### config.mk
export PLATFORM = sky130hd
export DESIGN_NAME = ram_arbiter
export DESIGN_NICKNAME = d
export VERILOG_FILES = /design/src/rtl/ram_arbiter.sv
export SDC_FILE = /design/constraint.sdc
export NUM_CORES = 1
export LEC_CHECK = 0
export CAP_MARGIN = 20
export CORE_ASPECT_RATIO = 0.75
export CORE_MARGIN = 3
export CORE_UTILIZATION = 45
export CTS_BUF_LIST = sky130_fd_sc_hd__clkbuf_2
export CTS_CLUSTER_DIAMETER = 100
export DETAILED_ROUTE_END_ITERATION = 10
export PLACE_DENSITY = 0.86
export SYNTH_ARGS = -nofsm -noshare
export SYNTH_HDL_FRONTEND = slang
export SYNTH_SLANG_ARGS = --single-unit
### constraint.sdc
create_clock -name clk -period 2.8 [get_ports clk]
set_input_delay 0.56 -clock clk [delete_from_list [all_inputs] [get_ports clk]]
set_output_delay 0.56 -clock clk [all_outputs]
set_load 0.03 [all_outputs]
### src/rtl/ram_arbiter.sv
// Two-requester arbiter serializing single-word accesses onto a single-port RAM
// with registered reads; returns read data and a one-cycle ack to the winner.
module ram_arbiter #(
    parameter int unsigned ADDR_WIDTH     = 8,
    parameter int unsigned DATA_WIDTH     = 16,
    parameter bit          FIXED_PRIORITY = 1'b0
) (
    input  logic                  clk,
    input  logic                  reset,
    input  logic                  req0,
    input  logic                  req1,
    input  logic                  we0,
    input  logic                  we1,
    input  logic [ADDR_WIDTH-1:0] addr0,
    input  logic [ADDR_WIDTH-1:0] addr1,
    input  logic [DATA_WIDTH-1:0] wdata0,
    input  logic [DATA_WIDTH-1:0] wdata1,
    output logic                  ack0,
    output logic                  ack1,
    output logic [DATA_WIDTH-1:0] rdata0,
    output logic [DATA_WIDTH-1:0] rdata1,
    output logic                  busy,
    output logic                  ram_en,
    output logic                  ram_we,
    output logic [ADDR_WIDTH-1:0] ram_addr,
    output logic [DATA_WIDTH-1:0] ram_wdata,
    input  logic [DATA_WIDTH-1:0] ram_rdata,
    output logic [1:0]            state_out
);

    localparam int unsigned STATE_W = 2;

    typedef enum logic [STATE_W-1:0] {
        IDLE  = 2'd0,
        ISSUE = 2'd1,
        WAIT  = 2'd2,
        DONE  = 2'd3
    } state_e;

    typedef struct packed {
        logic                  we;
        logic [ADDR_WIDTH-1:0] addr;
        logic [DATA_WIDTH-1:0] wdata;
    } access_t;

    state_e                state_q, state_d;
    logic                  owner_q, owner_d;
    logic                  last_grant_q, last_grant_d;
    logic                  we_q, we_d;
    logic                  ack0_q, ack0_d;
    logic                  ack1_q, ack1_d;
    logic [DATA_WIDTH-1:0] rdata0_q, rdata0_d;
    logic [DATA_WIDTH-1:0] rdata1_q, rdata1_d;
    logic                  busy_q, busy_d;
    logic                  ram_en_q, ram_en_d;
    logic                  ram_we_q, ram_we_d;
    logic [ADDR_WIDTH-1:0] ram_addr_q, ram_addr_d;
    logic [DATA_WIDTH-1:0] ram_wdata_q, ram_wdata_d;

    logic    any_req_c;
    logic    grant_c;
    access_t sel_c;

    // Winner selection: sole requester wins; ties go by priority mode.
    always_comb begin
        any_req_c = req0 | req1;
        grant_c   = ~req0;
        if (req0 && req1) begin
            grant_c = FIXED_PRIORITY ? 1'b0 : ~last_grant_q;
        end
        sel_c.we    = we0;
        sel_c.addr  = addr0;
        sel_c.wdata = wdata0;
        if (grant_c) begin
            sel_c.we    = we1;
            sel_c.addr  = addr1;
            sel_c.wdata = wdata1;
        end
    end

    // Next-state and registered-output logic.
    always_comb begin
        state_d      = state_q;
        owner_d      = owner_q;
        last_grant_d = last_grant_q;
        we_d         = we_q;
        ack0_d       = 1'b0;
        ack1_d       = 1'b0;
        rdata0_d     = rdata0_q;
        rdata1_d     = rdata1_q;
        ram_en_d     = 1'b0;
        ram_we_d     = 1'b0;
        ram_addr_d   = ram_addr_q;
        ram_wdata_d  = ram_wdata_q;

        case (state_q)
            IDLE: begin
                if (any_req_c) begin
                    state_d      = ISSUE;
                    owner_d      = grant_c;
                    last_grant_d = grant_c;
                    we_d         = sel_c.we;
                    ram_en_d     = 1'b1;
                    ram_we_d     = sel_c.we;
                    ram_addr_d   = sel_c.addr;
                    ram_wdata_d  = sel_c.wdata;
                end
            end
            ISSUE: begin
                state_d = WAIT;
            end
            WAIT: begin
                state_d = DONE;
                ack0_d  = ~owner_q;
                ack1_d  = owner_q;
                // RAM data is valid this cycle; capture lands alongside ack.
                if (!we_q) begin
                    if (owner_q) begin
                        rdata1_d = ram_rdata;
                    end else begin
                        rdata0_d = ram_rdata;
                    end
                end
            end
            DONE: begin
                state_d = IDLE;
            end
            default: begin
                state_d = IDLE;
            end
        endcase

        busy_d = (state_d != IDLE);
    end

    always_ff @(posedge clk or negedge reset) begin
        if (!reset) begin
            state_q      <= IDLE;
            owner_q      <= 1'b0;
            last_grant_q <= 1'b1;
            we_q         <= 1'b0;
            ack0_q       <= 1'b0;
            ack1_q       <= 1'b0;
            rdata0_q     <= '0;
            rdata1_q     <= '0;
            busy_q       <= 1'b0;
            ram_en_q     <= 1'b0;
            ram_we_q     <= 1'b0;
            ram_addr_q   <= '0;
            ram_wdata_q  <= '0;
        end else begin
            state_q      <= state_d;
            owner_q      <= owner_d;
            last_grant_q <= last_grant_d;
            we_q         <= we_d;
            ack0_q       <= ack0_d;
            ack1_q       <= ack1_d;
            rdata0_q     <= rdata0_d;
            rdata1_q     <= rdata1_d;
            busy_q       <= busy_d;
            ram_en_q     <= ram_en_d;
            ram_we_q     <= ram_we_d;
            ram_addr_q   <= ram_addr_d;
            ram_wdata_q  <= ram_wdata_d;
        end
    end

    assign ack0      = ack0_q;
    assign ack1      = ack1_q;
    assign rdata0    = rdata0_q;
    assign rdata1    = rdata1_q;
    assign busy      = busy_q;
    assign ram_en    = ram_en_q;
    assign ram_we    = ram_we_q;
    assign ram_addr  = ram_addr_q;
    assign ram_wdata = ram_wdata_q;
    assign state_out = state_q;

endmodule

* Word level (Yosys, flattened, before mapping)
Cells that the tools add are included.
** Storage, ports and cells
- Register bits after elaboration :: 66
- Bits of input ports :: 70
- Output and inout port bits :: 63
- Logic and storage cells :: 37
** Operators by class
- Equal/unequal tests :: 3
- Muxes and demuxes :: 10
- Bitwise gates (word level) :: 5
- Reductions and logical operators :: 6
** Operator list (number)
- $mux W25 :: 1
- $pmux W2 S4 :: 1
- $mux W1 :: 7
- $reduce_and A3 Y1 :: 2
- $eq A2 B2 Y1 const B :: 2
- $not A1 Y1 :: 4
- $eq A2 B1 Y1 const B :: 1
- $logic_not A2 Y1 :: 1
- $mux W2 :: 1
- $reduce_and A2 Y1 :: 1
- $reduce_bool A2 Y1 :: 1
- $logic_and A1 B1 Y1 :: 1
- $or A1 B1 Y1 :: 1

* Longest topological paths before layout
- Word-level depth :: 5
- Depth in mapped cells :: 8
- Gate-level depth less buffers :: 6

* Least setup slack after synthesis
OpenSTA, ideal clock, no wires.
- Kind :: register to register
- From :: register state_q[0], in the netlist state_out[0]
- To :: register rdata0_q[10], in the netlist rdata0[10]
- Library setup time :: 125 ps
- Arrival :: 1642 ps
- Required time :: 2675 ps
- Slack :: 1033 ps
- Stages on the path, launching flop included :: 8
- Buffers on the path :: 2
- Clock period less this slack :: 1767 ps
- Cells stage by stage :: dfrtp_1 -> inv_1 -> ha_1 -> nor2b_2 -> nor2b_4 -> buf_6 -> buf_12 -> mux2_4
** Between the ends
- Longest elaborated chain between the ends :: 2
** Ends and longest elaborated chain
- from (decl) :: RTL line 46 : state_e state_q, state_d;
- from (signal assigned) :: RTL line 152 : state_q <= state_d;
- $eq A2 B2 Y1 :: RTL line 96 : case (state_q)
- $reduce_and A3 Y1 (no line)
- to (signal assigned) :: RTL line 158 : rdata0_q <= rdata0_d;
- to (decl) :: RTL line 52 : logic [DATA_WIDTH-1:0] rdata0_q, rdata0_d;
Every way passes these cells.
A chain may end at the register's enable or synchronous reset.

* Final worst setup path
- From :: register ram_wdata_q[12], in the netlist ram_wdata[12]
- To :: output ram_wdata[12]
** RTL lines
- from (decl) :: RTL line 58 : logic [DATA_WIDTH-1:0] ram_wdata_q, ram_wdata_d;
- from (signal assigned) :: RTL line 164 : ram_wdata_q <= ram_wdata_d;
- to (decl) :: RTL line 26 : output logic [DATA_WIDTH-1:0] ram_wdata,
No word-level cell between the ends.

==> metrics.txt <==
Worst Hold Class in2async; Cells after Synth 239; die width 98.2 um; global route overflow 0; most frequent cells in the layout clkdlybuf4s50_1 (131), dfrtp_1 (65), nor2_1 (28); Crit-path slowest cell clkdlybuf4s50_1; die area 7380 um2; Tot GR Track Use 0.215; DRC viols 0; vias per cell 5.35; Layout Nets 442; CP max stage delay 0.72 ns; final setup TNS 0 ns; Area growth, synth to finish 50.9%; relative slew slack 0.492; Crit path max-delay family buffers and inverters; Distinct cells, synth 25; Layout Utilization 0.725; clock skew 0.0138 ns; cts bufs inserted 9; CP Cell Sequence clkdlybuf4s50_1; Startpoint Class flop; initial antenna violation count 0; ratio of final minimum period to clock period 0.767; actual transition at the worst max-transition pin 0.762 ns; DRT Wirelength 7820 um; Peak Freq 466 MHz; Final Critical Period 2.15 ns; crit path max fanout 2; Pre-Repair DR Iteration Count 4; sequential area share after synthesis 0.576; post-detail-place hpwl 5510 um; post-CTS sizing 0; Placement Setup Slack 0.541 ns; DR iter-0 viols 91; CP Capture Type output pin; Longest Clk Path Bufs 2; CTS root buffer clkbuf_2; Max Cap Violations 0; port bufs 132; pwr/cell area 1250 nW/um2; vias in the first global route 2,416; WP depth 1; row count 24; Post-DP Area 4190 um2; worst hold slack 0.411 ns; Leak 1.82 nW; Arr. time, crit path 1.59 ns; Crit Path Class reg2out; first-pass GRT wire length 12,200 um; Synthesized Nets 311; H-tree depth 3; Final Slew Violations 0; largest net degree at the start of global routing 33; share of cells above drive strength 1 0.163; Worst Reg-to-Reg Cells 5; Clk pin slew, worst setup/hold paths 0.17 ns; worst endpoint required time 2.24 ns; peak supply drop 0.549 mV; Final Hold Viols 0; final instance area 4330 um2; diode count 0; Initial Utilization 0.480; most common cell after layout, fill and taps aside clkdlybuf4s50_1; Post-Syn Area 2870 um2; Clock Latency Late Sink 0.49 ns; Post-Syn Area per Cell 12.0 um2; fin worst setup slack 0.652 ns; Avg WL per Cell 17.3 um; core area 5980 um2; crit path buf inv count 1; die height 75.2 um; Post-DRT Antenna Nets 0; DR vias 2,416; Final setup viols 0; RSZ-0062 raised after global routing no; yosys warns 0; outcome finished, final reports clean; Synth Register Bits 66; CTS sink count 66; CTS tree built; io pins 133; GPL Wtd Cong 0.794
[report_power, final]
group	switching (mW)	internal, mW
combinational	1.68	1.40
clock	0.328	0.286
sequential	0.275	1.44
total	2.29	3.12
[layer usage]
metal  wire length (um)  track usage  up-vias  part of all wire
met4                 60       0.0455        0            0.0077
li1                   -            -     1106                 -
met2               3640        0.350      131              0.47
met1               3270        0.265     1171              0.42
met3                840        0.108        8              0.11
met5                  0            0        -                 0
[final cells by class]
type	count	area, um2
fill	431	1650
sequential	66	1650
inverter	4	15.0
timing repair buffer	139	1370
tap	78	97.6
multi-input combinational	150	1070
clock buffer	9	45.0
clock inverter	6	82.6
[sequential cells by signal, summed over array words and instances (netlist names)]
register	count
we_q	1
busy	1
ack0	1
ram_en	1
rdata1	16
last_grant_q	1
rdata0	16
state_out	2
ack1	1
owner_q	1
ram_wdata	16
ram_addr	8
ram_we	1
[worst paths after layout]
check,start,slack [ns],endpoint
setup reg to reg,state_out[0],0.88,rdata0[0]
hold reg to reg,owner_q,0.50,ack0
setup / recovery,ram_wdata[12],0.65,ram_wdata[12]
max in group asynchronous,reset,1.76,last_grant_q
min in group clk,owner_q,0.50,ack0
hold / removal,reset,0.41,rdata1[3]
[repair_timing]
item,in CTS,in global routing
buffers inserted,0,0
hold endpoints to repair,3,0
hold buffers,1,0
[through the flow]
| step | power [mW] | cells |
|---|---|---|
| floorplan | 3.58 | 239 |
| global placement | 4.74 | 436 |
| detailed placement | 4.82 | 436 |
| CTS | 5.45 | 452 |
| global route | 5.70 | 452 |
| finish | 5.41 | 452 |
[logic make-up (layout without fill, tap and decap cells)]
group,count (synthesis),in the layout,share of synthesized area
mux,32,32,0.152
compound gates,79,79,0.151
flops,66,66,0.576
fa+ha+maj,2,2,0.00872
buf+inv,23,158,0.0523
simple gates,37,37,0.0602
[cell usage after synthesis]
cell,n,share of area
buf_4,2,0.0052
dfrtp_1,65,0.57
nor2b_2,1,0.0031
o21ai_2,1,0.0031
and2b_1,1,0.0026
nor2_1,28,0.037
dfstp_2,1,0.0092
a21oi_1,26,0.045
clkbuf_1,6,0.0078
nand3_1,1,0.0017
or2_2,1,0.0022
inv_2,1,0.0013
buf_6,2,0.0078
o21ai_0,25,0.044
and2_4,1,0.0031
ha_1,2,0.0087
mux2_4,20,0.10
a31oi_1,27,0.059
buf_2,7,0.012
nor2b_4,1,0.0048
inv_1,3,0.0039
mux2_2,12,0.047
nand2b_1,2,0.0044
nor3_1,1,0.0017
buf_12,2,0.014
No activity file was read; power rests on OpenSTA's default activity.
